[src/rtl/gas_alarm_ctrl.sv]
`default_nettype none
// ============================================================================
// Module  : gas_alarm_ctrl
// Brief   : Classifies ADC gas samples into none/warn/alarm with hysteresis and
//           debounce, then sequences the buzzer beat pattern with a timed mute.
// Rev     : 1.0
// ============================================================================
module gas_alarm_ctrl #(
    parameter logic [15:0] TH_WARN    = 16'd200,
    parameter logic [15:0] TH_ALARM   = 16'd1000,
    parameter logic [15:0] HYST       = 16'd20,
    parameter logic [3:0]  DEB_N      = 4'd4,
    parameter logic [23:0] BEAT_CYC   = 24'd8_250_000,
    parameter logic [15:0] MUTE_BEATS = 16'd240
) (
    input  logic        sys_clk,
    input  logic        sys_rst_n,
    input  logic [15:0] ad_data,
    input  logic        ad_valid,
    input  logic        mute_key,
    output logic        beep_en,
    output logic        tone_sel,
    output logic [1:0]  level,
    output logic        muted
);

    localparam logic [15:0] c_WARN_REL  = TH_WARN - HYST;
    localparam logic [15:0] c_ALARM_REL = TH_ALARM - HYST;
    localparam logic [23:0] c_BEAT_LAST = BEAT_CYC - 24'd1;

    // State codes equal the level they sound for; MUTED takes the spare code.
    localparam logic [1:0] c_IDLE  = 2'd0;
    localparam logic [1:0] c_WARN  = 2'd1;
    localparam logic [1:0] c_ALARM = 2'd2;
    localparam logic [1:0] c_MUTED = 2'd3;

    logic [1:0]  r_level;
    logic [1:0]  r_pend;
    logic [3:0]  r_deb_cnt;
    logic [1:0]  r_state;
    logic [1:0]  r_phase;
    logic [23:0] r_beat_cnt;
    logic [15:0] r_mute_cnt;
    logic        r_beep_en;
    logic        r_tone_sel;
    logic        r_muted;

    logic [1:0]  w_target;
    logic [1:0]  w_level_nxt;
    logic [1:0]  w_state_nxt;
    logic        w_commit;
    logic        w_beat_tick;
    logic        w_mute_done;
    logic        w_restart;

    always_comb begin
        w_target = 2'd0;
        if (ad_data > TH_ALARM) begin
            w_target = 2'd2;
        end else if ((r_level == 2'd2) && (ad_data > c_ALARM_REL)) begin
            w_target = 2'd2;
        end else if (ad_data > TH_WARN) begin
            w_target = 2'd1;
        end else if ((r_level != 2'd0) && (ad_data > c_WARN_REL)) begin
            w_target = 2'd1;
        end
    end

    assign w_commit    = (r_deb_cnt == DEB_N);
    assign w_level_nxt = w_commit ? r_pend : r_level;
    assign w_beat_tick = (r_beat_cnt >= c_BEAT_LAST);
    assign w_mute_done = w_beat_tick && (r_mute_cnt <= 16'd1);

    // Level changes are resolved first; mute then overrides a sounding state.
    always_comb begin
        w_state_nxt = w_level_nxt;
        if (r_state == c_MUTED) begin
            if ((w_level_nxt != 2'd0) && (w_level_nxt <= r_level) && !w_mute_done) begin
                w_state_nxt = c_MUTED;
            end
        end else if (mute_key && (w_level_nxt != 2'd0)) begin
            w_state_nxt = c_MUTED;
        end
    end

    // Restarting on mute entry makes the silence span exactly MUTE_BEATS beats.
    assign w_restart = w_commit || ((r_state == c_MUTED) != (w_state_nxt == c_MUTED));

    always_ff @(posedge sys_clk or negedge sys_rst_n) begin
        if (!sys_rst_n) begin
            r_level   <= 2'd0;
            r_pend    <= 2'd0;
            r_deb_cnt <= 4'd0;
        end else if (w_commit) begin
            r_level   <= r_pend;
            r_deb_cnt <= 4'd0;
        end else if (ad_valid) begin
            if (w_target == r_level) begin
                r_deb_cnt <= 4'd0;
            end else if (w_target == r_pend) begin
                r_deb_cnt <= r_deb_cnt + 4'd1;
            end else begin
                r_pend    <= w_target;
                r_deb_cnt <= 4'd1;
            end
        end
    end

    always_ff @(posedge sys_clk or negedge sys_rst_n) begin
        if (!sys_rst_n) begin
            r_beat_cnt <= 24'd0;
            r_phase    <= 2'd0;
        end else if (w_restart) begin
            r_beat_cnt <= 24'd0;
            r_phase    <= 2'd0;
        end else if (w_beat_tick) begin
            r_beat_cnt <= 24'd0;
            r_phase    <= r_phase + 2'd1;
        end else begin
            r_beat_cnt <= r_beat_cnt + 24'd1;
        end
    end

    always_ff @(posedge sys_clk or negedge sys_rst_n) begin
        if (!sys_rst_n) begin
            r_state    <= c_IDLE;
            r_mute_cnt <= 16'd0;
        end else begin
            r_state <= w_state_nxt;
            if (w_state_nxt != c_MUTED) begin
                r_mute_cnt <= 16'd0;
            end else if (r_state != c_MUTED) begin
                r_mute_cnt <= MUTE_BEATS;
            end else if (w_beat_tick && (r_mute_cnt != 16'd0)) begin
                r_mute_cnt <= r_mute_cnt - 16'd1;
            end
        end
    end

    always_ff @(posedge sys_clk or negedge sys_rst_n) begin
        if (!sys_rst_n) begin
            r_beep_en  <= 1'b0;
            r_tone_sel <= 1'b0;
            r_muted    <= 1'b0;
        end else begin
            r_beep_en <= ((r_state == c_WARN) && (r_phase == 2'd0)) ||
                         ((r_state == c_ALARM) && !r_phase[0]);
            case (r_state)
                c_WARN:  r_tone_sel <= 1'b0;
                c_ALARM: r_tone_sel <= 1'b1;
                default: r_tone_sel <= r_level[1];
            endcase
            r_muted <= (r_state == c_MUTED);
        end
    end

    assign beep_en  = r_beep_en;
    assign tone_sel = r_tone_sel;
    assign level    = r_level;
    assign muted    = r_muted;

endmodule
`default_nettype wire

[config.mk]
export PLATFORM = sky130hd
export DESIGN_NAME = gas_alarm_ctrl
export DESIGN_NICKNAME = d
export VERILOG_FILES = /design/src/rtl/gas_alarm_ctrl.sv
export SDC_FILE = /design/constraint.sdc
export NUM_CORES = 1
export LEC_CHECK = 0
export ABC_AREA = 1
export BUFFER_PORTS_ARGS = -buffer_cell sky130_fd_sc_hd__buf_4
export CAP_MARGIN = 20
export CORE_ASPECT_RATIO = 0.75
export CORE_MARGIN = 4
export CORE_UTILIZATION = 55
export DETAILED_ROUTE_END_ITERATION = 8
export PLACE_DENSITY_LB_ADDON = 0.12
export SLEW_MARGIN = 20
export SYNTH_ARGS = -nofsm -noshare
export SYNTH_HDL_FRONTEND = slang
export SYNTH_SLANG_ARGS = --single-unit
[constraint.sdc]
create_clock -name sys_clk -period 2.8 [get_ports sys_clk]
set_input_delay 0 -clock sys_clk [delete_from_list [all_inputs] [get_ports sys_clk]]
set_output_delay 0 -clock sys_clk [all_outputs]
set_load 0.05 [all_outputs]
Word level (Yosys, flattened, before mapping)
Index checks and enable logic that the tools add are counted.
{"block": "op_classes", "n_eq_ne": 11, "n_shift": 0, "div_mod_pow": 0, "n_reduce_logical": 21, "n_bitwise": 3, "add_sub_neg": 4, "magnitude_cmp": 7, "multipliers": 0, "n_mux": 20}
{"op": "16-bit two-way mux", "n": 3}
{"op": "24-bit two-way mux", "n": 2}
{"op": "16-bit by 10-bit greater-than comparator with 1-bit output (second input constant)", "n": 2}
{"op": "16-bit by 8-bit greater-than comparator with 1-bit output (second input constant)", "n": 2}
{"op": "24-bit by 1-bit adder with 24-bit output (second input constant)", "n": 1}
{"op": "24-bit by 23-bit greater-or-equal comparator with 1-bit output (second input constant)", "n": 1}
{"op": "16-bit by 1-bit <= comparator with 1-bit output (second input constant)", "n": 1}
{"op": "2-bit two-way mux", "n": 8}
{"op": "4-bit two-way mux", "n": 4}
{"op": "16-bit nonzero test", "n": 1}
{"op": "16-bit by 1-bit subtractor with 16-bit output (second input constant)", "n": 1}
{"op": "1-bit logical AND", "n": 9}
{"op": "2-bit == test (second input constant)", "n": 4}
{"op": "2-bit nonzero test", "n": 4}
{"op": "4-bit by 1-bit adder with 4-bit output (second input constant)", "n": 1}
{"op": "2-bit == test", "n": 2}
{"op": "4-bit by 3-bit == test with 1-bit output (second input constant)", "n": 1}
{"op": "2-bit inequality test (second input constant)", "n": 2}
{"op": "4-bit AND reduction", "n": 1}
{"op": "1-bit NOT", "n": 3}
{"op": "3-bit nonzero test", "n": 1}
{"op": "2-bit by 1-bit adder with 2-bit output (second input constant)", "n": 1}
{"op": "2-bit by 1-bit == test with 1-bit output (second input constant)", "n": 1}
{"op": "2-bit <= comparator", "n": 1}
{"op": "6 further kinds", "n": 9}
{"block": "totals", "mem_count": 0, "register_bits": 55, "rom_bits": 0, "elab_cells": 76, "mem_bits_rw": 0, "output_inout_bits": 5, "latch_bits": 0}

Logic depth before layout (Yosys ltp)
Gate-level depths: netlist of run 1.
{"block": "depth", "ltp_word": 11, "ltp_mapped": 19, "mapped_depth_nobuf": 18}

Least setup slack after synthesis of run 1
No wires, ideal clock.
{"block": "synth_path", "path_type": "register to register", "from": "reg r_level[0] (netlist: level[0])", "to": "reg r_beat_cnt[5]", "period_less_slack_ns": 2.974, "t_arrival_ns": 2.888, "path_stages_with_launch": 17, "path_buffers": 2, "path_slack_ns": -0.174, "required_time_ns": 2.714, "setup_time_ns": 0.086, "cell_sequence": "dfrtp_1 -> inv_1 -> nand2_2 -> o21ai_2 -> ha_1 -> nand2_1 -> a211oi_2 -> nand2_1 -> o21ai_4 -> buf_6 -> ha_1 -> nor2_1 -> inv_1 -> nor2_2 -> inv_2 -> buf_2 -> nor3_1"}
{"block": "synth_via", "elab_chain_cells": 10, "word_cells_on_any_way": 13, "cone_classes": "order compare (1); eq/ne (2); mux (5); reduce/logical (5)"}
{"element": "start, declared", "line": "37", "rtl": "logic [1:0] r_level;"}
{"element": "start signal, assigned", "line": "95", "rtl": "r_level <= r_pend;"}
{"element": "2-bit two-way mux"}
{"element": "2-bit <= comparator / 2-bit nonzero test (equally long branches)", "line": "78, 81"}
{"element": "1-bit logical AND (2 in series)", "line": "78", "rtl": "if ((w_level_nxt != 2'd0) && (w_level_nxt <= r_level) && !w_mute_done) begin"}
{"element": "2-bit two-way mux", "line": "78"}
{"element": "2-bit two-way mux (*)", "line": "77", "rtl": "if (r_state == c_MUTED) begin"}
{"element": "2-bit == test (*)", "line": "87", "rtl": "assign w_restart = w_commit || ((r_state == c_MUTED) != (w_state_nxt == c_MUTED));"}
{"element": "1-bit inequality test (*)", "line": "87"}
{"element": "1-bit logical OR (*)", "line": "87"}
{"element": "24-bit two-way mux (*)", "line": "113", "rtl": "end else if (w_restart) begin"}
{"element": "end signal, assigned", "line": "120", "rtl": "r_beat_cnt <= r_beat_cnt + 24'd1;"}
{"element": "end, declared", "line": "42", "rtl": "logic [23:0] r_beat_cnt;"}
Every way passes the cells marked *; elsewhere a longest branch is shown, timed or not.
A chain may end at the register's enable or synchronous reset.

Final worst setup path of run 1
{"block": "layout_path", "from": "reg r_deb_cnt[0]", "to": "reg r_beat_cnt[9]"}
{"block": "layout_via", "elab_chain_cells": 11, "word_cells_on_any_way": 14, "cone_classes": "order compare (1); eq/ne (3); mux (5); reduce/logical (5)"}
{"element": "start, declared", "line": "39", "rtl": "logic [3:0] r_deb_cnt;"}
{"element": "start signal, assigned", "line": "101", "rtl": "r_deb_cnt <= r_deb_cnt + 4'd1;"}
{"element": "4-bit by 3-bit == test with 1-bit output (*)", "line": "69", "rtl": "assign w_commit = (r_deb_cnt == DEB_N);"}
{"element": "2-bit two-way mux (*)"}
{"element": "net w_level_nxt[1]", "line": "49", "rtl": "logic [1:0] w_level_nxt;"}
{"element": "2-bit <= comparator / 2-bit nonzero test (equally long branches)", "line": "78, 81"}
{"element": "1-bit logical AND (2 in series)", "line": "78"}
{"element": "2-bit two-way mux", "line": "78"}
{"element": "2-bit two-way mux (*)", "line": "77"}
{"element": "2-bit == test (*)", "line": "87"}
{"element": "1-bit inequality test (*)", "line": "87"}
{"element": "1-bit logical OR (*)", "line": "87"}
{"element": "24-bit two-way mux (*)", "line": "113"}
The timed path passes the listed nets; every way through them passes the cells marked *.

==> results of run 1 <==
==> worst max-delay path: stages, from the launching register on <==
cell      delay [ns]
dfrtp_1         0.42
inv_1           0.09
ha_2            0.19
nand3_4         0.11
o21ai_4         0.19
ha_4            0.22
inv_1           0.05
o21bai_1        0.07
a211oi_2        0.20
nand2_2         0.11
o21ai_4         0.08
ha_4            0.23
nor2_4          0.10
inv_2           0.05
nor2_4          0.16
inv_6           0.11
a21oi_1         0.14
o21a_1          0.13
==> power groups by stage <==
stage          Sequential [mW]  Clock [mW]  Combinational [mW]
2_1_floorplan             1.24           0                1.70
3_3_place_gp              1.16           0                2.16
3_5_place_dp              1.16           0                2.19
4_1_cts                   1.15       0.482                2.24
5_1_grt                   1.18       0.520                2.64
6_report                  1.15       0.463                2.34
==> through the flow <==
stage | setup WS, ns | hold slack, ns | TNS, ns | instance area (µm²) | power [mW]
floorplan | 0.01366 | -0.2956 | 0 | 3622 | 2.945
CTS | 0.04849 | 0.09806 | 0 | 4001 | 3.865
finish | 0.09338 | 0.09809 | 0 | 4035 | 3.955
global placement | 0.07088 | 0.09674 | 0 | 3880 | 3.321
detailed placement | -0.02927 | 0.1121 | -0.04976 | 3880 | 3.356
global route | -0.1181 | 0.09742 | -0.4242 | 4035 | 4.336
==> routing by layer <==
metal	global-route usage	vias up	wire, µm
li1	-	1568	-
met1	0.2933	1399	3739
met2	0.3022	30	3103
met3	0.04403	7	184
met4	0.04781	0	82
met5	0	-	0
==> final cells by class <==
class | count | area (µm²)
Clock inverter | 3 | 25.02
Fill cell | 563 | 2283
Timing Repair Buffer | 32 | 249.0
Clock buffer | 5 | 68.82
Multi-Input combinational cell | 354 | 1969
Tap cell | 81 | 101.3
Sequential cell | 55 | 1379
Inverter | 62 | 242.7
==> worst paths after layout <==
kind	startpoint	end	cells past startpoint
setup / recovery	r_deb_cnt[0]	r_beat_cnt[9]	17
setup reg to reg	r_deb_cnt[0]	r_beat_cnt[9]	17
hold reg to reg	r_phase[0]	beep_en	1
max in group asynchronous	sys_rst_n	level[0]	2
min in group asynchronous	sys_rst_n	r_pend[0]	2
hold / removal	mute_key	r_state[1]	5
==> what timing repair did <==
item,in CTS,in global routing
pin swaps,0,3
resized for setup,2,6
buffers inserted,0,3
hold buffers,2,0
endpoints found under the hold margin,57,0
endpoints found under the setup margin,2,36
==> cells in the final DEF (no fill, tap or decap), types with 10 or more instances in the layout <==
| master | Yosys | layout |
|---|---|---|
| inv_1 | 59 | 58 |
| nor2_1 | 75 | 74 |
| dfrtp_1 | 55 | 53 |
| nand2_1 | 116 | 114 |
| a21oi_1 | 10 | 10 |
| nand4_1 | 10 | 10 |
| ha_1 | 13 | 10 |
| xnor2_1 | 10 | 10 |
| nand3_2 | 10 | 10 |
| xor2_1 | 13 | 13 |
| buf_4 | 2 | 29 |
| nor3_1 | 11 | 11 |
| nand3_1 | 32 | 32 |
| nand2_2 | 10 | 12 |
==> sequential cells by signal, indices dropped and copies added (netlist names) <==
signal	count
level	2
tone_sel	1
r_state	2
r_beat_cnt	24
r_phase	2
beep_en	1
r_pend	2
r_deb_cnt	4
muted	1
r_mute_cnt	16
==> cells by family (layout without fill, tap and decap cells) <==
logic type | Yosys count | after routing
flip-flops | 55 | 55
XOR/XNOR | 23 | 23
adder cells (fa/ha/maj) | 13 | 13
buffers and inverters | 68 | 102
AO/OA/AOI/OAI | 36 | 36
other | 1 | 1
AND/OR/NAND/NOR | 281 | 281
==> results.sh, run 1 <==
export IMPL_cap_violations=0
export IMPL_critPathMaxFanout=22
export IMPL_drc_errors=0
export IMPL_switching_share=0.4882
export IMPL_pwr_share_comb=0.592
export IMPL_synth_top_family_by_area="simple AND/OR/NAND/NOR gates"
export IMPL_timing_slew_headroom=0.5254
export IMPL_die_width_um=101.1
export IMPL_rsz0062_at_grt="yes"
export IMPL_ys_async_sr_fraction=1.000
export IMPL_dieArea_um2=7869
export IMPL_drive_gt1_frac=0.1742
export IMPL_fp_dieH_um=77.83
export IMPL_max_freq_mhz=369.5
export IMPL_viasPerCell=5.074
export IMPL_min_period_ns=2.707
export IMPL_core_area_um2=6319
export IMPL_synth_compound_area_frac=0.06718
export IMPL_grt_pass1_vias=2874
export IMPL_ys_types=41
export IMPL_grt_overflow=0
export IMPL_placed_cells=579
export IMPL_fin_nets=543
export IMPL_p_per_area_nw_per_um2=980.2
export IMPL_grt_max_degree=56
export IMPL_synthMuxAreaShare=0
export IMPL_p_seq_frac=0.291
export IMPL_antennaDiodeCount=0
export IMPL_instances_no_fill=592
export IMPL_synth_edff_count=0
export IMPL_synthAdderAreaFrac=0.04549
export IMPL_p_leak_nw=1.932
export IMPL_final_core_util=0.6386
export IMPL_antenna_found_initial=0
export IMPL_wirelength_um=7109
export IMPL_synth_fp_nets=510
export IMPL_dp_hpwl_um=5169
export IMPL_wire_per_inst_um=12.01
export IMPL_rows=25
export IMPL_clock_sinks=55
export IMPL_yosysMostFrequentCell="nand2_1"
export IMPL_insertion_delay_ns=0.32
export IMPL_critPathRequiredTime_ns=3.07
export IMPL_gp_congestion=0.8387
export IMPL_setup_worst_path_start_class="flip-flop"
export IMPL_report_final_slew_viol_count=0
export IMPL_clock_power_share=0.117
export IMPL_antenna_left=0
export IMPL_synth_top_area_frac=0.3849
export IMPL_numCtsBuffers=5
export IMPL_dr_pass1_iters=4
export IMPL_io_pins=25
export IMPL_drt_iter0_drc=132
export IMPL_synthSimpleGateAreaFrac=0.3681
export IMPL_grt_total_usage=0.2007
export IMPL_yosys_warnings=0
export IMPL_fin_skew_ns=0.01355
export IMPL_status="complete, no violations"
export IMPL_irDropWorstVdd_uv=464.8
export IMPL_p_int_mw=2.024
export IMPL_synth_xor_area_frac=0.05633
export IMPL_setup_viol=0
export IMPL_tightest_slew_ns=0.7119
export IMPL_start_util=0.5659
export IMPL_synth_commonest_cells="nand2_1, nor2_1, inv_1"
export IMPL_arrival_ns=2.98
export IMPL_grt_pass1_wl_um=12810
export IMPL_ys_ff_latch=55
export IMPL_synth_top_cell_by_area="dfrtp_1"
export IMPL_path_clk_slew_ns=0.11
export IMPL_io_buffers=24
export IMPL_cts_tree="yes"
export IMPL_ys_dominant_reg_cell="dfrtp_1"
export IMPL_hold_violations=0
export IMPL_worstSetupPathType="reg -> reg"
export IMPL_clock_path_buffers=2
export IMPL_power_switching_mw=1.931
export IMPL_num_vias=3004
export IMPL_cts_max_level=2
export IMPL_ys_seq_area_frac=0.3849
export IMPL_postSynthCellCount=477
export IMPL_cp_end_kind="flip-flop"
export IMPL_postSynthAreaPerCell_um2=7.497
export IMPL_fin_crit_sh=0.9666
export IMPL_syn_cell_area_um2=3576
export IMPL_min_delay_path_class="in -> reg"
export IMPL_reg2reg_setup_slack_ns=0.09
export IMPL_netlist_top_cells_area="dfrtp_1, nand2_1, nor2_1"
export IMPL_clock_root_buffer="clkbuf_8"
export IMPL_area_growth_syn_to_layout_pct=12.84
(Power assumes the default switching activity.)
==> inputs of run 2 (changes only) <==
Settings changed: ABC_AREA 1 to unset, CORE_UTILIZATION 55 to 54.
==> run 2 against run 1 <==
Effect of this change: the flow now finishes with violations (negative setup slack); synthesized area decreased by 6.4%; setup slack got worse by 0.27 ns; clock power increased by 35%; highest routed layer unchanged.
==> results.sh, run 2 <==
export IMPL_dp_hpwl_um=4890
export IMPL_min_period_ns=2.979
export IMPL_io_buffers=24
export IMPL_irDropWorstVdd_uv=537.5
export IMPL_ys_async_sr_fraction=1.000
export IMPL_synth_edff_count=0
export IMPL_rsz0062_at_grt="yes"
export IMPL_synth_compound_area_frac=0.1541
export IMPL_cts_tree="yes"
export IMPL_gp_congestion=0.8156
export IMPL_io_pins=25
export IMPL_nFillCells=402
export IMPL_synth_xor_area_frac=0.06021
export IMPL_critPathMaxFanout=5
export IMPL_viasPerCell=5.668
export IMPL_grt_pass1_vias=2670
export IMPL_drive_gt1_frac=0.3561
export IMPL_max_freq_mhz=335.7
export IMPL_clock_sinks=55
export IMPL_fin_skew_ns=0.007264
export IMPL_clock_root_buffer="clkbuf_8"
export IMPL_insertion_delay_ns=0.31
export IMPL_drt_iter0_drc=115
export IMPL_setup_worst_path_start_class="flip-flop"
export IMPL_path_cells="inv_1 > ha_2 > and3b_2 > mux2i_2 > inv_2 > ha_4 > nor2b_1 > o21ai_1 > o211ai_1 > o21a_4 > clkinv_4 > ha_4 > or3_4 > buf_16 > nor2_4"
export IMPL_netlist_top_cells_area="dfrtp_1, nor2_4, ha_1"
export IMPL_fp_dieH_um=76.17
export IMPL_wirelength_um=7399
export IMPL_r2r_start="r_deb_cnt[1]"
export IMPL_synth_top_area_frac=0.4114
export IMPL_numCtsBuffers=5
export IMPL_setup_viol=38
export IMPL_timing_slew_headroom=0.5337
export IMPL_violations="negative setup slack"
export IMPL_ys_seq_area_frac=0.4114
export IMPL_arrival_ns=3.23
export IMPL_synthMuxAreaShare=0.02206
export IMPL_dieArea_um2=7532
export IMPL_cap_violations=0
export IMPL_pre_cts_slack_ns=-0.3437
export IMPL_die_width_um=98.89
export IMPL_status="complete, but fails checks"
export IMPL_syn_cell_area_um2=3346
export IMPL_postSynthAreaPerCell_um2=10.02
export IMPL_fin_nets=442
export IMPL_yosysMostFrequentCell="dfrtp_1"
export IMPL_worstSetupPathType="reg -> reg"
export IMPL_p_leak_nw=1.876
export IMPL_cp_slowest_cell="or3_4"
export IMPL_antennaDiodeCount=0
export IMPL_drc_errors=0
export IMPL_layout_commonest_cell="buf_4"
export IMPL_cpMostUsedCell="ha_4"
export IMPL_synth_fp_nets=367
export IMPL_clock_path_buffers=2
export IMPL_path_clk_slew_ns=0.10
export IMPL_ys_ff_latch=55
export IMPL_synth_commonest_cells="dfrtp_1, nand2_1, nor2_1"
export IMPL_synthAdderAreaFrac=0.04862
export IMPL_cpPeakStageDelay_ns=0.46
export IMPL_largest_register_ffs=24
export IMPL_ys_dominant_reg_cell="dfrtp_1"
export IMPL_cts_max_level=2
export IMPL_rows=24
export IMPL_placed_cells=466
export IMPL_fin_crit_sh=1.064
export IMPL_largestRegisters="r_beat_cnt (24), r_mute_cnt (16), r_deb_cnt (4)"
export IMPL_cpLargestDelayFamily="simple AND/OR/NAND/NOR gates"
export IMPL_grt_overflow=0
export IMPL_crit_buf_inv=4
export IMPL_grt_total_usage=0.2065
export IMPL_area_growth_syn_to_layout_pct=29.92
export IMPL_layout_common_cells="buf_4, dfrtp_1, nand2_1"
export IMPL_synthSimpleGateAreaFrac=0.2506
export IMPL_wire_per_inst_um=15.16
export IMPL_antenna_left=0
export IMPL_core_area_um2=5916
export IMPL_worst_slack_ns=-0.1790
export IMPL_antenna_found_initial=0
export IMPL_synth_top_cell_by_area="dfrtp_1"
export IMPL_ys_types=61
export IMPL_synth_top_family_by_area="simple AND/OR/NAND/NOR gates"
export IMPL_min_delay_path_class="in -> reg"
export IMPL_grt_max_degree=56
export IMPL_report_final_slew_viol_count=0
export IMPL_hold_violations=0
export IMPL_dr_pass1_iters=4
export IMPL_instances_no_fill=488
export IMPL_grt_pass1_wl_um=12830
export IMPL_regMostFlops="r_beat_cnt"
export IMPL_cp_end_kind="flip-flop"
export IMPL_yosys_warnings=0
export IMPL_startpoint="r_deb_cnt[1]"
export IMPL_start_util=0.5656
export IMPL_num_vias=2766
export IMPL_postSynthCellCount=334
export IMPL_p_per_area_nw_per_um2=1091
export IMPL_timing_hold_ws_ns=0.2420
export IMPL_tightest_slew_ns=0.6942
export IMPL_critPathRequiredTime_ns=3.05
export IMPL_min_from="mute_key"
==> run 2: cell count changes after synthesis, sizes merged, moves of 7 or more <==
cell and change:
nand3 -29, or3 +7, inv -40, o21ai -11
nor2 -33, nand2 -96
==> run 2: routing by layer <==
layer	vias up	track usage	routed length, µm
li1	1346	-	-
met1	1344	0.2991	3507
met2	70	0.3251	3535
met3	6	0.03934	300
met4	0	0.03820	55
met5	-	0	0
==> run 2: metrics by stage <==
| stage | util | instance area [µm²] | setup TNS, ns | power, mW |
|---|---|---|---|---|
| 2_1_floorplan | - | 3392 | -14.25 | 2.773 |
| 3_3_place_gp | 0.6544 | 3871 | -5.881 | 3.253 |
| 3_5_place_dp | 0.6544 | 3871 | -8.179 | 3.303 |
| 4_1_cts | 0.7318 | 4329 | -6.182 | 4.705 |
| 5_1_grt | 0.7348 | 4347 | -9.601 | 5.034 |
| 6_report | 0.7348 | 4347 | -5.016 | 4.741 |
==> run 2: report_power, final <==
part           internal, mW  switching, mW
Clock                 0.357          0.269
Sequential            0.948          0.113
Combinational          1.46           1.60
Total                  2.76           1.98
==> run 2: final timing paths <==
kind,slack [ns],endpoint,cells after the start
max,-0.18,r_beat_cnt[1],15
min,0.24,r_state[0],6
max reg2reg,-0.18,r_beat_cnt[1],15
min reg2reg,0.56,r_beat_cnt[0],2
max in group asynchronous,2.08,r_deb_cnt[2],2
min in group asynchronous,0.27,r_mute_cnt[0],2
==> run 2: logic make-up (layout without fill, tap and decap cells) <==
logic type,count (synthesis),count (layout)
fa+ha+maj,13,13
buf+inv,32,107
simple gates,138,139
xor+xnor,23,23
flops,55,55
mux,7,7
other cells,1,1
compound gates,65,65
==> run 2: final cells by class <==
class / count / area [µm²] / share of cell area
Clock inverter: 3 / 67.56 / 0.01554
Tap cell: 78 / 97.59 / 0.02245
Clock buffer: 5 / 68.82 / 0.01583
Timing Repair Buffer: 76 / 685.7 / 0.1577
Sequential cell: 55 / 1376 / 0.3166
Multi-Input combinational cell: 248 / 1959 / 0.4508
Inverter: 23 / 91.34 / 0.02101
==> run 2: worst reg2reg max path, stage by stage, from the launching register on <==
cell	delay, ns
dfrtp_1	0.40
inv_1	0.06
ha_2	0.16
and3b_2	0.20
mux2i_2	0.24
inv_2	0.08
ha_4	0.22
nor2b_1	0.12
o21ai_1	0.11
o211ai_1	0.14
o21a_4	0.24
clkinv_4	0.05
ha_4	0.19
or3_4	0.46
buf_16	0.19
nor2_4	0.08
==> run 2: timing repair <==
action,4_1_cts,5_1_grt
setup endpoints to repair,39,42
hold buffers,2,0
hold endpoints to repair,56,0
gates cloned,5,0
resized for setup,37,9
setup buffers,9,2
pin swaps,38,8
==> inputs of run 3 (changes only) <==
Settings changed: CORE_ASPECT_RATIO 0.75 to 1.75.
==> run 3 against run 2 <==
Effect of this change: combinational power fell by 9.5%; the flow still finishes with violations (negative setup slack); cell area fell by 3.8%; routed wire length fell by 1.6%; setup slack got worse by 0.089 ns; largest cell class unchanged; critical path depth rose by 1; sequential power barely moved.
==> results.sh, run 3 (synthesized netlist as in run 2, its figures left out) <==
export IMPL_status="complete, but fails checks"
export IMPL_violations="negative setup slack"
export IMPL_worst_slack_ns=-0.2678
export IMPL_regMostFlops="r_beat_cnt"
export IMPL_clock_sinks=55
export IMPL_grt_pass1_wl_um=12460
export IMPL_pre_cts_slack_ns=-0.3632
export IMPL_io_buffers=24
export IMPL_layout_common_cells="buf_4, dfrtp_1, nand2_1"
export IMPL_dp_hpwl_um=5083
export IMPL_dieArea_um2=7568
export IMPL_hold_violations=0
export IMPL_grt_total_usage=0.2092
export IMPL_r2r_end="r_mute_cnt[8]"
export IMPL_layout_commonest_cell="buf_4"
export IMPL_antenna_left=0
export IMPL_antennaDiodeCount=0
export IMPL_p_seq_frac=0.246
export IMPL_wirelength_um=7280
export IMPL_placed_area_um2=3891
export IMPL_numCtsBuffers=5
export IMPL_wire_per_inst_um=15.07
export IMPL_min_from="mute_key"
export IMPL_instances_no_fill=483
export IMPL_tightest_slew_ns=0.7547
export IMPL_clock_path_buffers=2
export IMPL_path_clk_slew_ns=0.10
export IMPL_clock_power_share=0.112
export IMPL_fin_skew_ns=0.01142
export IMPL_critPathMaxFanout=5
export IMPL_largestRegisters="r_beat_cnt (24), r_mute_cnt (16), r_deb_cnt (4)"
export IMPL_drt_iter0_drc=169
export IMPL_timing_slew_headroom=0.4930
export IMPL_placed_cells=467
export IMPL_clock_root_buffer="clkbuf_8"
export IMPL_p_int_mw=2.439
export IMPL_reg2reg_setup_slack_ns=-0.27
export IMPL_stdcell_area_um2=4183
export IMPL_startpoint="r_deb_cnt[1]"
export IMPL_antenna_found_initial=0
export IMPL_worstSetupPathType="reg -> reg"
export IMPL_num_vias=2716
export IMPL_report_final_slew_viol_count=0
export IMPL_reg2regPathDepth=16
export IMPL_core_area_um2=5972
export IMPL_worstHoldPathCells=6
export IMPL_rsz0062_at_grt="yes"
export IMPL_min_to="r_state[0]"
export IMPL_drc_errors=0
export IMPL_grt_max_degree=56
export IMPL_cp_slowest_cell="dfrtp_1"
export IMPL_cpPeakStageDelay_ns=0.39
export IMPL_setup_viol=39
export IMPL_die_width_um=67.50
export IMPL_irDropWorstVdd_uv=587.5
export IMPL_viasPerCell=5.623
export IMPL_p_leak_nw=1.811
export IMPL_gp_congestion=0.8156
export IMPL_pwr_share_comb=0.643
export IMPL_fin_tns_setup_ns=-7.410
export IMPL_critPathRequiredTime_ns=3.04
export IMPL_min_period_ns=3.068
export IMPL_r2r_start="r_deb_cnt[1]"
export IMPL_cap_violations=0
export IMPL_path_cells="inv_1 > ha_2 > and3b_2 > buf_4 > mux2i_2 > ha_2 > nand2_1 > o21ai_2 > o211ai_1 > o21a_4 > clkinv_4 > ha_4 > a21boi_4 > buf_12 > or3_1 > o211ai_1"
export IMPL_fin_nets=437
export IMPL_nFillCells=457
export IMPL_dr_pass1_iters=4
export IMPL_cts_max_level=2
export IMPL_largest_register_ffs=24
export IMPL_p_per_area_nw_per_um2=1027
export IMPL_arrival_ns=3.31
export IMPL_fin_crit_sh=1.096
export IMPL_rows=37
export IMPL_start_util=0.5602
export IMPL_fp_dieH_um=112.1
export IMPL_drive_gt1_frac=0.3235
export IMPL_io_pins=25
export IMPL_insertion_delay_ns=0.32
export IMPL_switching_share=0.4320
export IMPL_max_freq_mhz=326.0
export IMPL_setup_worst_path_start_class="flip-flop"
export IMPL_area_growth_syn_to_layout_pct=25.02
export IMPL_timing_hold_ws_ns=0.2226
export IMPL_grt_pass1_vias=2833
export IMPL_power_switching_mw=1.855
export IMPL_cts_tree="yes"
export IMPL_grt_overflow=0
export IMPL_cp_end_kind="flip-flop"
export IMPL_min_delay_path_class="in -> reg"
run 3: cell types whose count changed in the layout (fill, tap and decap cells not counted), moves of 3 or more:
| cell | previous run | this run |
|---|---|---|
| buf_4 | 60 | 63 |
| a21oi_1 | 9 | 13 |
| a21oi_2 | 4 | 0 |
| buf_6 | 10 | 2 |
run 3: metal layers:
metal | routed length [µm] | part of all wire | global-route usage | vias up
met4 | 116 | 0.016 | 0.08130 | 0
met1 | 2929 | 0.40 | 0.2419 | 1339
met5 | 0 | 0 | 0 | -
met2 | 4039 | 0.55 | 0.3709 | 41
li1 | - | - | - | 1325
met3 | 194 | 0.027 | 0.03303 | 11
run 3: worst max-delay path by stage:
stage,to,slack (ns),cells after the start
after floorplan,r_beat_cnt[12],-0.48,18
after global placement,r_beat_cnt[2],-0.29,15
after detailed placement,r_beat_cnt[4],-0.36,15
after CTS,r_beat_cnt[4],-0.28,15
after global routing,r_mute_cnt[8],-0.41,16
final,r_mute_cnt[8],-0.27,16
run 3: power by group through the flow:
stage	clock network (mW)	registers (mW)	logic (mW)
floorplan	0	1.18	1.59
detailed placement	0	1.07	2.26
CTS	0.494	1.05	2.45
global placement	0	1.06	2.22
finish	0.479	1.05	2.76
global route	0.528	1.08	3.00
run 3: layout make-up:
| cell class | instances | area (µm²) | area share |
|---|---|---|---|
| Multi-Input combinational cell | 247 | 1886 | 0.4508 |
| Sequential cell | 55 | 1376 | 0.3290 |
| Timing Repair Buffer | 72 | 633.1 | 0.1514 |
| Tap cell | 78 | 97.59 | 0.02333 |
| Inverter | 23 | 91.34 | 0.02184 |
| Clock buffer | 6 | 82.58 | 0.01974 |
| Clock inverter | 2 | 16.27 | 0.003889 |
run 3: timing repair:
item                                   CTS  global route
hold buffers                             2             0
buffers inserted                         2             2
setup endpoints to repair               39            41
cloned                                   1             2
gates resized for setup                  4            16
pin swaps                                0            27
endpoints found under the hold margin   56             0
run 3: critical path: cells and delay by family (launching register included):
kind            cells  cell delay [ns]
simple gates        3             0.64
compound gates      5             0.68
mux                 1             0.24
flops               1             0.39
fa+ha+maj           3             0.61
buf+inv             4             0.42
run 3: through the flow:
stage	utilization	total power, mW
floorplan	-	2.773
global placement	0.6516	3.279
detailed placement	0.6516	3.327
CTS	0.6801	3.995
global route	0.7004	4.610
finish	0.7004	4.294
